File: src/rtl/seq_bit_serializer.sv
// Parallel-to-serial front end: WIDTH-bit words in over valid/ready, one bit per clock out.
// Optional macro SER_PARITY_EN appends an even-parity bit after each word.
module seq_bit_serializer #(
   parameter int WIDTH     = 8,
   parameter bit MSB_FIRST = 1'b1
) (
   input  logic             clk,
   input  logic             reset,
   input  logic [WIDTH-1:0] din,
   input  logic             din_valid,
   output logic             din_ready,
   output logic             bit_out,
   output logic             bit_valid,
   output logic             word_done,
   output logic             busy
);

   localparam int CW = $clog2(WIDTH + 1);

   localparam logic IDLE  = 1'b0;
   localparam logic SHIFT = 1'b1;

`ifdef SER_PARITY_EN
   localparam logic [CW-1:0] LAST = CW'(WIDTH);
`else
   localparam logic [CW-1:0] LAST = CW'(WIDTH - 1);
`endif

   logic             state;
   logic [WIDTH-1:0] sreg;
   logic [CW-1:0]    cnt;
   logic             last;
   logic             accept;
   logic             data_bit;
   logic [WIDTH-1:0] shifted;

   assign last      = (state == SHIFT) && (cnt == LAST);
   assign din_ready = !reset && ((state == IDLE) || last);
   assign accept    = din_valid && din_ready;

   assign data_bit = MSB_FIRST ? sreg[WIDTH-1] : sreg[0];
   assign shifted  = MSB_FIRST ? {sreg[WIDTH-2:0], 1'b0}
                               : {1'b0, sreg[WIDTH-1:1]};

`ifdef SER_PARITY_EN
   logic par;

   always_ff @(posedge clk) begin
      if (reset)
         par <= 1'b0;
      else if (accept)
         par <= ^din;
   end

   // Final counter value selects the captured parity instead of the register
   assign bit_out = (state == SHIFT) && ((cnt == LAST) ? par : data_bit);
`else
   assign bit_out = (state == SHIFT) && data_bit;
`endif

   assign bit_valid = (state == SHIFT);
   assign busy      = (state == SHIFT);
   assign word_done = last;

   always_ff @(posedge clk) begin
      if (reset) begin
         state <= IDLE;
         sreg  <= '0;
         cnt   <= '0;
      end else if (accept) begin
         state <= SHIFT;
         sreg  <= din;
         cnt   <= '0;
      end else if (state == SHIFT) begin
         if (last) begin
            state <= IDLE;
            sreg  <= '0;
            cnt   <= '0;
         end else begin
            sreg <= shifted;
            cnt  <= cnt + CW'(1);
         end
      end
   end

endmodule

File: config.mk
export PLATFORM = sky130hd
export DESIGN_NAME = seq_bit_serializer
export DESIGN_NICKNAME = d
export VERILOG_FILES = /design/src/rtl/seq_bit_serializer.sv
export SDC_FILE = /design/constraint.sdc
export NUM_CORES = 1
export LEC_CHECK = 0
export CAP_MARGIN = 30
export CORE_MARGIN = 3
export CORE_UTILIZATION = 45
export CTS_BUF_LIST = sky130_fd_sc_hd__clkbuf_2
export CTS_CLUSTER_SIZE = 30
export DETAILED_ROUTE_END_ITERATION = 12
export PLACE_DENSITY = 0.76
export SYNTH_ARGS = -nofsm -noshare
export SYNTH_HDL_FRONTEND = slang
export SYNTH_SLANG_ARGS = --single-unit
File: constraint.sdc
create_clock -name clk -period 1.35 [get_ports clk]
set_input_delay 0.405 -clock clk [delete_from_list [all_inputs] [get_ports clk]]
set_output_delay 0.405 -clock clk [all_outputs]
set_load 0.02 [all_outputs]
; Word level (Yosys, flattened, before mapping)
; Index checks and enable logic that the tools add are counted.
[op_classes]
n_addsub = 1
n_eq_ne = 1
n_mux = 7
bitwise_logic = 1
reduce_logical = 8
[op_table]
columns = op, count
row1 = $mux 8, 3
row2 = $add 4x1->4 const B, 1
row3 = $eq 4x3->1 const B, 1
row4 = $logic_and 1x1->1, 4
row5 = $mux 4, 1
row6 = $mux 1, 3
row7 = $reduce_bool 2->1, 1
row8 = $reduce_or 2->1, 1
row9 = $logic_not 1->1, 1
row10 = $logic_or 1x1->1, 1
row11 = $not 1->1, 1
[totals]
regBits = 13
inputBits = 11
output_inout_bits = 5
elab_cells = 21

; Logic depth before layout (Yosys ltp)
[logic_depth]
word_depth = 6
mapped_depth = 5
depth_no_buf = 4

; Worst setup path after synthesis
; No wires, ideal clock.
[synth_timing]
kind = flip-flop to output port
start = reg cnt[0]
end = out din_ready
t_arrival_ns = 1.243
required_ns = 0.945
setup_slack_ns = -0.298
path_stages_with_launch = 5
path_buffers = 1
cell_sequence = dfxtp_1 -> ha_1 -> nand3b_4 -> buf_6 -> a21oi_1
[synth_via]
elab_chain_cells = 4
[synth_rtl]
columns = item, line
row1 = start: declaration, 31  ; logic [CW-1:0] cnt;
row2 = start signal: assignment, 81  ; cnt <= cnt + CW'(1);
row3 = $eq 4x3->1, 37  ; assign last = (state == SHIFT) && (cnt == LAST);
row4 = $logic_and 1x1->1, 37
row5 = $logic_or 1x1->1, 38  ; assign din_ready = !reset && ((state == IDLE) || last);
row6 = $logic_and 1x1->1, 38
row7 = end: declaration, 11  ; output logic din_ready,
; Every way passes these cells.

; Worst setup path in the final report
[layout_timing]
start = reg cnt[1]
end = out word_done
[layout_via]
elab_chain_cells = 2
[layout_rtl]
columns = item, line
row1 = $eq 4x3->1, 37
row2 = $logic_and 1x1->1, 37
row3 = end: declaration, 14  ; output logic word_done,
; Every way passes these cells.

==> out/results.ini <==
[min_path]
hold_path.class=reg -> reg
min_from=sreg[2]$_SDFFE_PP0P_
whs_endpoint=sreg[3]$_SDFFE_PP0P_
holdPathStages=2

[synthesis]
synthTopCellsByCount=dfxtp_1 (13), a21oi_1 (11), nand2_1 (10)
synth-edff-count=0
yosysTopAreaCell=dfxtp_1
yosysUniqueCellTypes=27
synth_seq_area_share=0.368
netlist.area_leader.share=0.368
yosysWarnings=0
syn_nets=92
synth_most_common_cell=dfxtp_1
netlist_area_sq_um=707
synth_area_leaders=dfxtp_1 (37%), a21oi_1 (7.8%), a21o_2 (7.4%)
avgSynthCellArea_sq_um=8.84
synthesis.instances=80
ys_ff_latch=13
synth_async_sr_flop_share=0
ys.flop_type=dfxtp_1

[global_route]
gr-usage-met1=0.208
gr-total-overflow=0
top_usage_layer=met2
grtUsageMet3=0.0237
grt_max_degree=20
grt_pass1_wl_microns=2510
use_met2=0.267
antenna_found_initial=0
grt_use_total=0.165
first_global_vias=594

[sta]
finalHoldViolCount=0
worst_slew_pin_slew_ns=0.186
whs_ns=0.527
timing.final.crit_period_ns=1.66
fmax_mhz=603
final-setup-viol-count=3
slew_violations=0
finClkSkew_ns=0.00132
rsz0062_at_grt=true
setup_tns_ns=-0.515
period_share=1.23
fin_ws_ns=-0.307
maxSlewHeadroom=0.875

[detailed_routing]
antenna_left=0
dr.pass1.iters=4
vias_per_cell=5.62
num_vias=703
post-route-drc-count=0
post_drt_wl_per_cell_microns=12.8
wl_microns=1600
drt_iter0_markers=12

[pwr]
vdd_drop_max_v=0.000474
leakagePower_nw=0.478
p_per_area_mw_per_mm2=789

[clock_tree]
cts_made_buffers=3
cts_root_buf=clkbuf_2
cts_tree=done
clkTransAtPathRegs_ns=0.14
htreeDepth=1
insertion_delay_ns=0.27
cts.sinks=13
clk_path_buf_depth=2

[layout]
fillCellCount=116
finish.utilization=0.744
drive_gt1_frac=0.409
nets=123
regArea_sq_um=267
multi_input_area_sq_um=417
diodes=0
syn_to_final_growth_pct=45.5

[floorplanning]
ioPinCount=16
die_area_sq_mm=0.00208
fp.dieW_microns=45.6
start_util=0.511
core_area_sq_mm=0.00138
die_h_microns=45.6
rows=13

[run]
max-cap-violations=0

[worst_setup_path]
worstPathMaxFanout=3
startpoint=cnt[1]$_SDFFE_PP0P_
required_ns=0.95
reg2reg_depth=6
worst_setup_path_start_kind=flip-flop
arrival_ns=1.25
r2r-end=cnt[1]$_SDFFE_PP0P_
reg2reg_slack_ns=0.07
crit_type=reg -> out
critPathCaptureType=primary output
r2r_start=cnt[1]$_SDFFE_PP0P_

[place]
port_buffers=15
dp.final_hpwl_microns=1190
gp_congestion=0.721

[run_status]
status=finished with violations
failed_checks=negative setup slack

==> worst max path at each step <==
| stage | to | slack (ns) |
|---|---|---|
| 6_report | word_done | -0.31 |
| 5_1_grt | word_done | -0.35 |
| 4_1_cts | word_done | -0.33 |
| 3_5_place_dp | din_ready | -0.69 |
| 3_3_place_gp | din_ready | -0.68 |
| 2_1_floorplan | bit_out | -0.01 |
==> report_power, final <==
part           internal, mW  switching [mW]  total, mW
Combinational         0.104          0.0740      0.178
Sequential            0.404          0.0169      0.421
Clock                0.0786           0.135      0.213
Total                 0.586           0.226      0.812
==> cell type report <==
cell class	count	area share
tap	15	0.0182
sequential	13	0.259
timing repair buffer	34	0.294
inverter	1	0.00365
clock buffer	4	0.0195
multi-input combinational	58	0.405
==> cells in the final DEF, fill, tap and decap left out, types with 2 or more instances in the layout <==
cell	n
buf_6	6
clkbuf_2	4
a32oi_1	6
nand3_1	2
nor2_1	5
mux2i_1	2
clkdlybuf4s50_1	10
nor3b_1	2
dfxtp_1	10
dfxtp_2	2
and2_4	2
a21oi_1	10
nand2_1	10
a21o_2	6
buf_4	18
==> flip-flops by register name (all words and copies together) (netlist names) <==
name       count
bit_valid      1
cnt            4
sreg           8
==> metal layers <==
layer  vias up  wire length [microns]
met2        18                    813
met1       328                    709
met5         -                      0
met4         0                     14
li1        353                      -
met3         4                     65
==> cell families (layout without fill, tap and decap cells) <==
group                      after synthesis  after routing  share of synthesized area
buffers and inverters                    9             39                     0.0832
xor gates and xnor gates                 1              1                     0.0124
muxes                                    2              2                     0.0283
AOI/OAI and AO/OA                       28             28                      0.289
and+or+nand+nor                         26             26                      0.202
adders and majority gates                1              1                     0.0177
DFF                                     13             13                      0.368
==> stage by stage <==
step / total power, mW / std cells / instance area (sq um) / worst slack (ns)
2_1_floorplan: 0.519 / 80 / 737 / -0.0122
3_3_place_gp: 0.596 / 120 / 986 / -0.681
3_5_place_dp: 0.603 / 120 / 986 / -0.686
4_1_cts: 0.812 / 125 / 1020 / -0.327
5_1_grt: 0.843 / 125 / 1030 / -0.355
6_report: 0.812 / 125 / 1030 / -0.307
==> what timing repair did <==
item	CTS	global route
pin swaps	2	0
setup buffers	1	0
gates resized for setup	30	4
hold endpoints to repair	0	0
endpoints found under the setup margin	5	6
hold buffers	0	0
==> worst max-delay path, cell delays in order, from the launching register on <==
cell and delay (ns):
dfxtp_2 0.36, ha_4 0.17, and3b_2 0.20, and2_4 0.13, buf_6 0.12
(Power assumes the default switching activity.)
